### src/rtl/i2c_master_ctrl.sv
// i2c_master_ctrl: byte-level I2C master sequencer driving the SCL/SDA open-drain enables.
// Optional SCL clock stretching is enabled by defining I2C_CLK_STRETCH_EN.
module i2c_master_ctrl #(
    parameter int CLK_DIV = 125
) (
    input  logic       clk,
    input  logic       rst_,
    input  logic       cmd_valid,
    output logic       cmd_ready,
    input  logic [1:0] cmd_op,
    input  logic [7:0] cmd_data,
    input  logic       cmd_ack_out,
    output logic       rsp_valid,
    output logic [7:0] rsp_data,
    output logic       rsp_nack,
    output logic       rsp_err,
    output logic       busy,
    output logic       bus_active,
    output logic       scl_oe,
    output logic       sda_oe,
    input  logic       scl_in,
    input  logic       sda_in
);
    typedef enum logic [2:0] {IDLE, START, BIT, STOP, RESP} state_t;

    state_t      state;
    logic [15:0] div;
    logic [1:0]  q;
    logic [3:0]  idx;
    logic [1:0]  op;
    logic [7:0]  data;
    logic        ack;
    logic [7:0]  sh;
    logic        nack_s;
    logic        hold;
    logic        tick;

`ifdef I2C_CLK_STRETCH_EN
    // a slave holding SCL low freezes the divider in the SCL-high quarter
    assign hold = ~scl_in && ((state == BIT && q == 2'd2) || ((state == START || state == STOP) && q == 2'd1));
`else
    logic unused_scl;
    assign unused_scl = scl_in;
    assign hold = 1'b0;
`endif

    assign tick = (state == START || state == BIT || state == STOP) && !hold && div == 16'(CLK_DIV - 1);

    // SDA level for a bit slot: write data MSB first, release for the slave ACK, master ACK on read
    function automatic logic drive(input logic [1:0] o, input logic [7:0] d, input logic a, input logic [3:0] i);
        return (i == 4'd8) ? (o == 2'd2 && !a) : (o == 2'd1 && !d[3'd7 - i[2:0]]);
    endfunction

    // command sequencer: quarter-period divider, bus phases and registered line/response outputs
    always_ff @(posedge clk or posedge rst_) begin
        if (rst_) begin
            state      <= IDLE;
            div        <= '0;
            q          <= '0;
            idx        <= '0;
            op         <= '0;
            data       <= '0;
            ack        <= 1'b0;
            sh         <= '0;
            nack_s     <= 1'b0;
            scl_oe     <= 1'b0;
            sda_oe     <= 1'b0;
            cmd_ready  <= 1'b1;
            busy       <= 1'b0;
            rsp_valid  <= 1'b0;
            rsp_data   <= '0;
            rsp_nack   <= 1'b0;
            rsp_err    <= 1'b0;
            bus_active <= 1'b0;
        end else begin
            rsp_valid <= 1'b0;
            div <= (state == IDLE || state == RESP || hold || tick) ? 16'd0 : div + 16'd1;
            if (tick) q <= q + 2'd1;
            case (state)
                IDLE: if (cmd_valid) begin
                    op        <= cmd_op;
                    data      <= cmd_data;
                    ack       <= cmd_ack_out;
                    cmd_ready <= 1'b0;
                    busy      <= 1'b1;
                    q         <= '0;
                    idx       <= '0;
                    rsp_err   <= 1'b0;
                    if (cmd_op == 2'd0) begin
                        state  <= START;
                        sda_oe <= 1'b0;
                    end else if (!bus_active) begin
                        state     <= RESP;
                        rsp_valid <= 1'b1;
                        rsp_err   <= 1'b1;
                    end else if (cmd_op == 2'd3) begin
                        state  <= STOP;
                        sda_oe <= 1'b1;
                        scl_oe <= 1'b1;
                    end else begin
                        state  <= BIT;
                        sda_oe <= drive(cmd_op, cmd_data, cmd_ack_out, 4'd0);
                    end
                end
                START: if (tick) begin
                    if (q == 2'd0) scl_oe <= 1'b0;
                    if (q == 2'd1) sda_oe <= 1'b1;
                    if (q == 2'd3) begin
                        scl_oe     <= 1'b1;
                        bus_active <= 1'b1;
                        state      <= RESP;
                        rsp_valid  <= 1'b1;
                    end
                end
                BIT: if (tick) begin
                    if (q == 2'd1) scl_oe <= 1'b0;
                    if (q == 2'd2) begin
                        if (idx == 4'd8) nack_s <= (op == 2'd2) ? ack : sda_in;
                        else sh <= {sh[6:0], sda_in};
                    end
                    if (q == 2'd3) begin
                        scl_oe <= 1'b1;
                        if (idx == 4'd8) begin
                            state     <= RESP;
                            rsp_valid <= 1'b1;
                            rsp_data  <= sh;
                            rsp_nack  <= nack_s;
                        end else begin
                            idx    <= idx + 4'd1;
                            sda_oe <= drive(op, data, ack, idx + 4'd1);
                        end
                    end
                end
                STOP: if (tick) begin
                    if (q == 2'd0) scl_oe <= 1'b0;
                    if (q == 2'd2) sda_oe <= 1'b0;
                    if (q == 2'd3) begin
                        bus_active <= 1'b0;
                        state      <= RESP;
                        rsp_valid  <= 1'b1;
                    end
                end
                RESP: begin
                    state     <= IDLE;
                    cmd_ready <= 1'b1;
                    busy      <= 1'b0;
                end
                default: state <= IDLE;
            endcase
        end
    end
endmodule

### config.mk
export PLATFORM = sky130hd
export DESIGN_NAME = i2c_master_ctrl
export DESIGN_NICKNAME = d
export VERILOG_FILES = /design/src/rtl/i2c_master_ctrl.sv
export SDC_FILE = /design/constraint.sdc
export NUM_CORES = 1
export LEC_CHECK = 0
export BUFFER_PORTS_ARGS = -buffer_cell sky130_fd_sc_hd__buf_2
export CAP_MARGIN = 15
export CELL_PAD_IN_SITES_DETAIL_PLACEMENT = 1
export CELL_PAD_IN_SITES_GLOBAL_PLACEMENT = 2
export CORE_UTILIZATION = 42
export DETAILED_ROUTE_END_ITERATION = 10
export PLACE_DENSITY = 0.85
export SETUP_SLACK_MARGIN = 0.05
export SLEW_MARGIN = 20
export SYNTH_ARGS = -nofsm -noshare
export SYNTH_HDL_FRONTEND = slang
export SYNTH_SLANG_ARGS = --single-unit
### constraint.sdc
create_clock -name clk -period 4.4 [get_ports clk]
set_input_delay 0.66 -clock clk [delete_from_list [all_inputs] [get_ports clk]]
set_output_delay 0.66 -clock clk [all_outputs]
set_load 0.01 [all_outputs]
-- Word-level counts from Yosys, hierarchy flattened
Cells that the tools add are included.
- add/subtract/negate cells: 4
- order comparisons: 1
- eq/ne operators: 32
- multiplexer cells: 65
- bitwise operators: 1
- reductions and logical operators: 29
- operators with widths (cell ; number):
    $mux 1 ; 40
    $mux 3 ; 8
    $ne 2x1->1 const B ; 9
    $add 16x1->16 const B ; 1
    $eq 16x7->1 const B ; 1
    $mux 16 ; 1
    $mux 4 ; 4
    $ne 2x2->1 const B ; 7
    $reduce_and 4->1 ; 3
    $reduce_and 10->1 ; 1
    $reduce_and 5->1 ; 2
    $pmux 3 s3 ; 1
    $reduce_and 9->1 ; 1
    $eq 2x2->1 const B ; 4
    $eq 4x4->1 const B ; 2
    $pmux 1 s4 ; 2
    $pmux 4 s2 ; 1
    $eq 2x1->1 const B ; 3
    $eq 3x2->1 const B ; 2
    $mux 2 ; 3
    $pmux 1 s2 ; 3
    $reduce_and 6->1 ; 1
    $reduce_bool 2->1 ; 3
    $add 4x1->4 const B ; 1
    18 further kinds ; 28
- bits in registers: 61
- input port bits: 16

-- Depth between registers and ports, before layout
- depth after elaboration: 11
- depth in mapped cells: 8
- depth with buffers taken out: 7

-- Worst setup path after synthesis
No wires, ideal clock.
- kind: register to register
- from: register div[0]
- to: register sh[2]
- setup time: 125 ps
- arrival time: 1962 ps
- slack: 2313 ps
- stages on the path, launching flop included: 9
- buffers on the path: 1
- cells stage by stage: dfrtp_1 > inv_1 > ha_1 > nor4b_2 > nand4_2 > nor3_4 > and3_1 > buf_6 > mux2_2
- longest elaborated chain between the ends: 3
- RTL lines (element ; line ; RTL):
    start, declared ; 27 ; logic [15:0] div;
    start signal, assigned ; 77 ; div <= (state == IDLE || state == RESP || hold || tick) ? 16'd0 : div + 16'd1;
    $eq 16x7->1 ; 47 ; assign tick = (state == START || state == BIT || state == STOP) && !hold && div == 16'(CLK_DIV - 1);
    $logic_and 1x1->1 ; 47 ;
    $reduce_and 4->1 (no line) ; -- ;
    end signal, assigned ; 119 ; else sh <= {sh[6:0], sda_in};
    end, declared ; 33 ; logic [7:0] sh;
No other way between the ends.
A chain may end at the register's enable or synchronous reset.

-- Worst setup path in the final report
- from: register div[0]
- to: register sh[7]
Same word-level chain as after synthesis.

==> summary.md <==
| Metric | Value |
|---|---|
| Hold-fix buffers, CTS | 0 |
| Synth warnings | 0 |
| Status | finished clean |
| Post-synth cell types | 48 |
| Clk_skew | 0.0119 ns |
| Placer Congestion | 0.721 |
| Yosys top cell area share | 49.9% |
| Global route total overflow | 0 |
| Tmin final | 2.54 ns |
| CP required | 4.62 ns |
| Iter 0 DRT Violations | 62 |
| # IOs | 32 |
| Synthesized area per cell | 11.2 µm² |
| Static Leak | 1.61 nW |
| Post-synth net total | 292 |
| Setup TNS | 0 ns |
| Worst setup EP type | flip-flop |
| Final Slew Violations | 0 |
| Vias per inst | 5.21 |
| CTS buffer count | 9 |
| H-tree depth | 3 |
| Worst path top cell family by delay | simple AND/OR/NAND/NOR gates |
| Mapped cell area | 3010 µm² |
| Buf+Inv Stages, Crit Path | 1 |
| Primary FF master, synth | dfrtp_1 |
| Main area contributors after synthesis | dfrtp_1, mux2_2, nor2_1, ha_1, xor2_1 |
| Part of the cycle the worst path needs | 57.8% |
| Worst setup margin | 1.86 ns |
| Die width | 86.6 µm |
| Ratio of cells with drive above 1 in the final layout | 29.3% |
| # rows | 30 |
| TritonRoute pass-1 iters | 4 |
| Post-synth ARST share | 100% |
| DIE AREA | 7500 µm² |
| Detailed-route via count | 2098 |
| Ant. Diodes | 0 |
| RSZ-0062 raised after global routing | false |
| Number of nets with antenna violations after routing | 0 |
| Gate Count Post-Synth | 268 |
| TritonCTS clock tree | yes |
| Max Cap Viol | 0 |
| CP max stage delay | 0.49 ns |
| # nets final | 327 |
| CTS sink count | 61 |
| Critical path class | reg2reg |
| Pre-CTS WS | 1.88 ns |
| Detailed Place HPWL | 4390 µm |
| Wire per inst | 15.8 µm |
| Pin count of the biggest net entering global routing | 62 |
| Vias in the first global route | 2208 |
| Critical Path Source Type | flip-flop |
| Crit path DAT | 2.76 ns |
| Setup bufs post-CTS | 0 |
| Yosys reg bits | 61 |
| Relative slew slack | 48.3% |
| WL final | 6380 µm |
| Synth top cells by count | dfrtp_1, mux2_2, nor2_1, inv_1 |
| Max Freq | 393 MHz |
| Initial antenna violation count | 0 |
| Count leader, synth | dfrtp_1 |
| First-pass GRT wire length | 10900 µm |
| Worst-skew pair later-pin latency | 0.34 ns |
| Total track usage | 19.2% |
| Hold Path Class | reg2reg |
| Resize count post-CTS | 0 |
| Area growth, synth to finish | 14.8% |
| Clock transition at path regs | 0.07 ns |
| Register area | 1530 µm² |
| Final setup violation count | 0 |
| Peak supply drop | 0.199 mV |
| Worst-path maximum fanout | 9 |
| Multi-input gate area | 1390 µm² |
| Area leader, netlist | dfrtp_1 |
| CTS root buf | clkbuf_8 |
| EDFF count, synth | 0 |
| Core Util, Final | 50.3% |
| Slowest-stage cell, CP | and3_1 |
| Power Dens Cells | 425 nW/µm² |
| CORE AREA | 6870 µm² |
| FILL cells | 769 |
| Hold Vio Cnt, Final | 0 |
| Slew @ Worst Pin | 0.775 ns |
| Input/output buffers | 30 |
| Crit-path cells | inv_1, ha_1, nor4b_2, nand4_2, nor3_4, and3_1, mux2_2 |
| Die height | 86.6 µm |
| Maximum clock insertion buffer count | 2 |
| Initial Utilization | 43.8% |
| Drc violations | 0 |
| Seq/Total Area, Yosys | 50.8% |
## per-layer routing
layer	GRT usage [%]	vias up	wire, µm	part of all wire [%]
met3	4.67	7	159	2.5
met2	30.0	25	3080	48
met5	0	-	0	0
met1	26.0	1054	3060	48
li1	-	1012	-	-
met4	6.52	0	82	1.3
## registers in the layout (all words and copies together), names as in the netlist, 2 cells and up
| name | cells |
|---|---|
| q | 2 |
| rsp_data | 8 |
| data | 8 |
| sh | 8 |
| state | 3 |
| op | 2 |
| idx | 4 |
| div | 16 |
## worst reg2reg max path, cell delays in order (launching register included)
cell and delay [ns]:
dfrtp_1 0.42, inv_1 0.08, ha_1 0.13, nor4b_2 0.27
nand4_2 0.26, nor3_4 0.40, and3_1 0.49, mux2_2 0.39
## path summary, 6_finish.rpt
check,from,endpoint,slack (ns),cells after the start
setup / recovery,div[0]$_DFF_PP0_,sh[7]$_DFFE_PP0P_,1.86,7
hold / removal,sda_oe$_DFFE_PP0P_,sda_oe$_DFFE_PP0P_,0.49,2
setup reg to reg,div[0]$_DFF_PP0_,sh[7]$_DFFE_PP0P_,1.86,7
hold reg to reg,sda_oe$_DFFE_PP0P_,sda_oe$_DFFE_PP0P_,0.49,2
max in group asynchronous,rst_,busy$_DFFE_PP0P_,3.34,3
min in group asynchronous,rst_,sh[2]$_DFFE_PP0P_,0.55,3
## stage by stage
stage          hold slack, ns  power, mW  cells  cell area [µm²]
6_report                0.489       1.47    403             3450
5_1_grt                 0.526       1.56    403             3450
4_1_cts                 0.498       1.50    403             3450
3_5_place_dp            0.482       1.00    388             3260
3_3_place_gp            0.459      0.988    388             3260
2_1_floorplan           0.447      0.902    268             3010
## kinds of logic (layout without fill, tap and decap cells)
logic type | count (synthesis) | in the layout | synth area share, %
AO/OA/AOI/OAI | 38 | 38 | 7.99
adder cells (fa/ha/maj) | 8 | 8 | 3.33
XOR/XNOR | 15 | 15 | 4.37
buffers and inverters | 21 | 60 | 2.95
multiplexers | 35 | 35 | 13.4
AND/OR/NAND/NOR | 90 | 90 | 17.2
flip-flops | 61 | 61 | 50.8
## cells in the final DEF (no fill, tap or decap), types with 8 or more instances in the layout
master / n
a21oi_1: 11
buf_2: 30
clkbuf_8: 13
dfrtp_1: 60
ha_1: 8
inv_1: 11
mux2_2: 30
nand2_1: 10
nand3_1: 8
nor2_1: 29
o21ai_0: 9
xor2_1: 11
## cell type report
type,count,share of cell area [%]
clock inverter,2,0.471
clock buffer,13,5.18
tap,96,3.48
inverter,12,1.30
multi-input combinational,186,40.3
timing repair buffer,33,5.00
sequential,61,44.3
## where the power goes
group / switching [mW] / internal [mW] / leakage, nW
Combinational: 0.151 / 0.133 / 0.705
Sequential: 0.0614 / 0.638 / 0.810
Clock: 0.220 / 0.264 / 0.0977
Total: 0.433 / 1.04 / 1.61
Note: power is estimated with default switching activity, not from simulation.
